===== src/rtl/button_event_arbiter.sv =====
// Serializes per-channel button event pulses onto one valid/ready stream via round-robin.
// Event eligible one cycle after its rising edge; output held stable until ev_ready, backlog saturates per channel.
module button_event_arbiter #(
    parameter int NUM_BTN = 5,
    parameter int CNT_W   = 2,
    parameter int ID_W    = 3
) (
    input  logic               clk,
    input  logic               reset,
    input  logic [NUM_BTN-1:0] pulse,
    input  logic               ev_ready,
    output logic               ev_valid,
    output logic [ID_W-1:0]    ev_id,
    output logic [NUM_BTN-1:0] overflow,
    input  logic               ovf_clear,
    output logic               pending
);

    typedef enum logic {IDLE, PRESENT} state_t;

    localparam logic [CNT_W-1:0] CNT_MAX = '1;
    localparam logic [ID_W-1:0]  LAST_RST = ID_W'(NUM_BTN - 1);

    state_t                          state_q, state_d;
    logic [NUM_BTN-1:0]              pulse_d_q;
    logic [NUM_BTN-1:0][CNT_W-1:0]   cnt_q, cnt_d;
    logic [NUM_BTN-1:0]              overflow_q, overflow_d;
    logic [ID_W-1:0]                 last_q, last_d;
    logic [ID_W-1:0]                 ev_id_q, ev_id_d;

    logic [NUM_BTN-1:0] nz;
    logic [ID_W-1:0]    winner;
    logic               found;
    logic               grant;
    logic [NUM_BTN-1:0] ovf_set;
    int                 idx;

    // Round-robin search over counters as registered at the start of the cycle.
    always_comb begin
        nz     = '0;
        found  = 1'b0;
        winner = '0;
        idx    = 0;
        for (int i = 0; i < NUM_BTN; i++) begin
            nz[i] = (cnt_q[i] != '0);
        end
        for (int k = 1; k <= NUM_BTN; k++) begin
            idx = (int'(last_q) + k) % NUM_BTN;
            if (!found && nz[idx[ID_W-1:0]]) begin
                found  = 1'b1;
                winner = idx[ID_W-1:0];
            end
        end
    end

    always_comb begin
        state_d = state_q;
        ev_id_d = ev_id_q;
        grant   = 1'b0;
        case (state_q)
            IDLE: begin
                if (found) begin
                    grant   = 1'b1;
                    ev_id_d = winner;
                    state_d = PRESENT;
                end
            end
            PRESENT: begin
                if (ev_ready) begin
                    if (found) begin
                        grant   = 1'b1;
                        ev_id_d = winner;
                    end else begin
                        state_d = IDLE;
                    end
                end
            end
            default: state_d = IDLE;
        endcase
        last_d = grant ? winner : last_q;
    end

    // Per-channel backlog: simultaneous event and grant cancel, saturation drops and flags.
    always_comb begin
        logic ev_i;
        logic gnt_i;
        cnt_d   = cnt_q;
        ovf_set = '0;
        ev_i    = 1'b0;
        gnt_i   = 1'b0;
        for (int i = 0; i < NUM_BTN; i++) begin
            ev_i  = pulse[i] & ~pulse_d_q[i];
            gnt_i = grant && (winner == ID_W'(i));
            if (ev_i && !gnt_i) begin
                if (cnt_q[i] == CNT_MAX) begin
                    ovf_set[i] = 1'b1;
                end else begin
                    cnt_d[i] = cnt_q[i] + 1'b1;
                end
            end else if (!ev_i && gnt_i) begin
                cnt_d[i] = cnt_q[i] - 1'b1;
            end
        end
        overflow_d = (overflow_q & ~{NUM_BTN{ovf_clear}}) | ovf_set;
    end

    always_ff @(posedge clk or posedge reset) begin
        if (reset) begin
            state_q    <= IDLE;
            pulse_d_q  <= '0;
            cnt_q      <= '0;
            overflow_q <= '0;
            last_q     <= LAST_RST;
            ev_id_q    <= '0;
        end else begin
            state_q    <= state_d;
            pulse_d_q  <= pulse;
            cnt_q      <= cnt_d;
            overflow_q <= overflow_d;
            last_q     <= last_d;
            ev_id_q    <= ev_id_d;
        end
    end

    assign ev_valid = (state_q == PRESENT);
    assign ev_id    = ev_id_q;
    assign overflow = overflow_q;
    assign pending  = |nz;

endmodule


===== config.mk =====
export PLATFORM = sky130hd
export DESIGN_NAME = button_event_arbiter
export DESIGN_NICKNAME = d
export VERILOG_FILES = /design/src/rtl/button_event_arbiter.sv
export SDC_FILE = /design/constraint.sdc
export NUM_CORES = 1
export LEC_CHECK = 0
export CORE_UTILIZATION = 55
export CTS_CLUSTER_SIZE = 8
export DETAILED_ROUTE_END_ITERATION = 12
export GPL_TIMING_DRIVEN = 1
export MAX_ROUTING_LAYER = met4
export PLACE_DENSITY = 0.8
export SETUP_SLACK_MARGIN = 0.4
export SLEW_MARGIN = 0
export SYNTH_ARGS = -nofsm -noshare
export SYNTH_HDL_FRONTEND = slang
export SYNTH_SLANG_ARGS = --single-unit

===== constraint.sdc =====
create_clock -name clk -period 7 [get_ports clk]
set_input_delay 1.05 -clock clk [delete_from_list [all_inputs] [get_ports clk]]
set_output_delay 1.05 -clock clk [all_outputs]
set_load 0.005 [all_outputs]

---- Word-level counts from Yosys, hierarchy flattened ----
Cells that the tools add are included.
operators by class
  add/sub/neg operators ................... 15
  divide/modulo/power cells ............... 5
  $lt $le $gt $ge ......................... 5
  equality and inequality tests ........... 15
  mux-type cells .......................... 53
  bitwise gates (word level) .............. 14
  reductions and logical operators ........ 50
operators by type and width
  operator                 number
  $mod A32 B4 Y32 const B  5
  $mux W2                  15
  $mux W1                  23
  $mux W3                  7
  $lt A3 B4 Y1 const B     5
  $reduce_bool A2 Y1       10
  $logic_and A1 B1 Y1      19
  $bmux W1 S3              5
  $logic_not A1 Y1         14
  $ne A2 B2 Y1 const B     6
  $add A2 B1 Y2 const B    5
  $eq A2 B2 Y1 const B     5
  $reduce_and A2 Y1        5
  $sub A2 B1 Y2 const B    5
  $add A3 B2 Y4 const B    2
  $add A3 B3 Y4 const B    2
  $eq A3 B2 Y1 const B     2
  $not A1 Y1               6
  $pmux W3 S2              1
  $and A1 B1 Y1            5
  $and A5 B5 Y5            1
  $not A5 Y5               1
  $or A5 B5 Y5             1
  $reduce_or A5 Y1         1
  5 further kinds          6
storage, ports and cells
  register bits after elaboration ......... 27
  input port bits ......................... 9
  output and inout bits ................... 10

---- Longest topological paths before layout ----
  word-level depth ........................ 25
  mapped depth ............................ 23
  mapped depth without buffers ............ 19

---- Worst setup path before layout ----
Ideal clock, no wire load.
  path type ............................... flip-flop to flip-flop
  from .................................... register last_q[0]
  to ...................................... register cnt_q[2] in the netlist's numbering
  library setup time ...................... 0.126 ns
  arrival ................................. 5.400 ns
  data required time ...................... 6.874 ns
  slack ................................... 1.475 ns
  stages on the path, launching flop included .. 23
  cells stage by stage .................... dfrtp_1 > buf_2 > buf_1 > inv_1 > ha_1 > buf_2 > inv_1 > buf_2 > a21oi_1 > a21o_1 > inv_1 > ha_1 > a211oi_1 > a31o_2 > or4_4 > a211oi_4 > or2_4 > mux2_4 > a211o_1 > a22o_1 > clkbuf_2 > or4_1 > o311a_1
between the ends
  word-level cells in the longest chain between the ends .. 25
  elaborated cells between the ends (all ways) .. 50
  those cells by class .................... add/sub (5); div (5); eq/ne (2); mux (24); reduce/logical (14)
ends and longest elaborated chain
  item                                                                 line    source
  start, declared                                                      28      logic [ID_W-1:0] last_q, last_d;
  start signal, assigned                                               120     last_q <= last_d;
  $add A3 B1 Y4                                                        48      idx = (int'(last_q) + k) % NUM_BTN;
  $mod A32 B4 Y32                                                      48
  $bmux W1 S3                                                          49      if (!found && nz[idx[ID_W-1:0]]) begin
  $mux W1 (implied by the code)                                        49
  $mux W1                                                              49
  $logic_not A1 Y1                                                     49
  $logic_and A1 B1 Y1                                                  49
  $mux W1                                                              49
  (+9 left out)                                                        -
  $mux W1                                                              62, 70
  $mux W1                                                              69      if (ev_ready) begin
  $pmux W1 S2                                                          60      case (state_q)
  $logic_and A1 B1 Y1 *                                                93      gnt_i = grant && (winner == ID_W'(i));
  $logic_not A1 Y1                                                     94      if (ev_i && !gnt_i) begin
  $logic_and A1 B1 Y1                                                  94
  $ne A2 B2 Y1 (no line) / $reduce_bool A2 Y1 (equally long branches)  -
  $reduce_and A2 Y1 (no line)                                          -
  end signal, assigned                                                 118     cnt_q <= cnt_d;
  end, declared                                                        26      logic [NUM_BTN-1:0][CNT_W-1:0] cnt_q, cnt_d;
Every way passes the cells marked *; elsewhere a longest branch is shown, timed or not. The select of a mux whose other input is x is not followed.
A chain may end at the register's enable or synchronous reset.

---- Worst setup path in the final report ----
  from .................................... register last_q[1]
  to ...................................... register cnt_q[4] in the netlist's numbering
Same word-level chain as after synthesis.

==> flow_summary.yaml <==
worst_setup_path:
  arrival_ns: 6.13
  regToRegStartpoint: "last_q[1]"
  worstSetupEndpoint: "cnt_q[4]"
  reg2reg_depth: 18
  path_class: "register to register"
  worstSetupStartpoint: "last_q[1]"
  crit_fanout: 19
  cp_data_required_time_ns: 7.17
  endpoint_kind: "register"
  rrSetupSlack_ns: 1.04
  r2r-end: "cnt_q[4]"
  startpoint_type: "register"
synth:
  synth.distinct_cells: 83
  yosys_warnings: 0
  synth_common_cells: "41 x nand2_1, 31 x inv_1, 30 x nor2_1"
  ys_seq_area_share_pct: 20.22
  syn_area_um2: 3348
  syn_avg_cell_area_um2: 8.227
  synth_top_area_share_pct: 19.43
  synthTopCellsByArea: "dfrtp_1 19%, ha_1 9.0%, nand2_1 4.6%, inv_1 3.5%, nor2_1 3.4%"
  syn_inst: 407
  syn_nets: 440
  ys_async_sr_fraction_pct: 100.0
  yosysTopAreaCell: "dfrtp_1"
  synth_edf_count: 0
  ys_ff_latch: 27
  ys.flop_type: "dfrtp_1"
  yosysMostFrequentCell: "nand2_1"
detailed_routing:
  drc_errors: 0
  routed_wl_mm: 8.383
  dr.pass1.iters: 5
  wire_per_inst_um: 17.14
  via_per_inst: 6.389
  num_vias: 3124
  drtIter0Drc: 201
  drtAntennaViolNets: 0
global_route:
  grt_pass1_vias: 2918
  grt_usage_pct: 27.96
  use_met2_pct: 45.56
  grt_use_met1_pct: 36.89
  grt_busiest_layer: "met2"
  met3_usage_pct: 2.743
  grt_max_degree: 28
  antenna_found_initial: 0
  gr-total-overflow: 0
  grt_pass1_wl_mm: 13.72
run:
  drv_cap: 0
sta:
  hold_viol: 0
  setup-tns-final_ns: 0
  fin_ws_ns: 1.041
  max_freq_mhz: 167.8
  finalCriticalPeriod_ns: 5.959
  relSlewSlack_pct: 32.32
  min_period_over_period_pct: 85.13
  tightestPinTransition_ns: 1.014
  hold_ws_ns: 0.4971
  finClkSkew_ns: 0.01170
  rsz0062_at_grt: "false"
  drv_slew: 0
  final-setup-viol-count: 0
clock_network:
  clk_latency_ns: 0.28
  tritoncts: "done"
  htreeDepth: 1
  post_cts_buffers: 0
  cts_hold_buf: 0
  cts_sinks: 27
  cts_buffers: 3
  cts_resized: 0
  clkTransAtPathRegs_ns: 0.10
  cts-root-buf: "clkbuf_8"
  cts_buffer_depth: 2
floorplan:
  fp.dieH_um: 80.03
  coreArea_um2: 5886
  rows: 28
  die_area_um2: 6404
  ios: 19
  die_w_um: 80.03
  start_util_pct: 56.89
layout:
  final-seq-area_um2: 676.9
  drive_above_1_share_pct: 10.39
  antenna_cells: 0
  multi_input_area_um2: 2445
  final_area_um2: 3591
  final_nets: 448
  fillerInstances: 530
  area_growth_pct: 7.250
status:
  status: "complete, no violations"
placement:
  routabilityCongestion: 0.9226
  place_area_um2: 3542
  pre_cts_slack_ns: 1.152
  hpwl_mm: 6.339
  io_buffers: 18
worst_hold_path:
  hp-class: "register to register"
-- kinds of logic after synthesis --
logic type	share of synthesized area, %
AOI/OAI and AO/OA	30.83
xor gates and xnor gates	5.082
adders and majority gates	8.969
buffers and inverters	6.764
DFF	20.22
muxes	5.194
and+or+nand+nor	22.95
-- routing by layer --
metal | share of wire (%) | up-vias
li1 | - | 1529
met1 | 46 | 1498
met2 | 48 | 89
met3 | 5.0 | 8
met4 | 1.2 | 0
met5 | 0 | -
-- critical path, stage by stage (launching register included) --
cell	delay [ns]
dfrtp_1	0.56
inv_1	0.23
ha_1	0.72
inv_1	0.37
a21oi_1	0.30
a21o_1	0.18
inv_1	0.07
ha_1	0.17
inv_1	0.07
a211oi_1	0.08
a31o_2	0.29
or4_4	0.54
a211oi_4	0.27
or2_4	0.19
mux2_4	0.30
a211o_1	0.30
a22oi_1	0.68
nor3_1	0.18
o311a_1	0.34
-- per-stage QoR --
stage | utilization [%] | cells
6_report | 61.01 | 489
5_1_grt | 61.01 | 489
4_1_cts | 61.01 | 489
3_5_place_dp | 60.18 | 485
3_3_place_gp | 60.18 | 485
2_1_floorplan | - | 407
-- placed cells by master (no fill, tap or decap), types with 6 or more instances in the layout --
master	n
o21ai_0	18
a211oi_1	10
clkdlybuf4s50_1	18
nor3_1	11
nand2b_1	11
nand2_1	41
xnor2_1	8
dfrtp_1	26
o2111ai_1	9
inv_1	31
mux2i_1	8
a21oi_1	16
a21o_1	7
nor2_1	30
ha_1	24
o21a_1	7
nand3_1	6
nor2b_1	6
-- worst min-delay path by stage --
| stage | start | endpoint | slack, ns | cells after the start |
|---|---|---|---|---|
| finish | ev_id[0] | ev_id[0] | 0.50 | 2 |
| global route | overflow[1] | overflow[1] | 0.53 | 1 |
| CTS | ev_id[0] | ev_id[0] | 0.50 | 2 |
| detailed placement | ev_id[0] | ev_id[0] | 0.46 | 2 |
| global placement | ev_id[1] | ev_id[1] | 0.47 | 2 |
| floorplan | ev_id[0] | ev_id[0] | 0.47 | 2 |
-- flip-flops by register name (all words and copies together) (netlist names) --
name,cells
overflow,5
pulse_d_q,5
ev_valid,1
ev_id,3
cnt_q,10
last_q,3
-- area by class of cell --
cell class	count	area share (%)
Timing Repair Buffer	21	5.645
Clock inverter	1	0.2091
Tap cell	75	2.613
Sequential cell	27	18.85
Multi-Input combinational cell	329	68.08
Clock buffer	3	1.150
Inverter	33	3.449
Power is not shown: default switching activity piles up to over one toggle a cycle in this logic, so the estimate is an artifact.
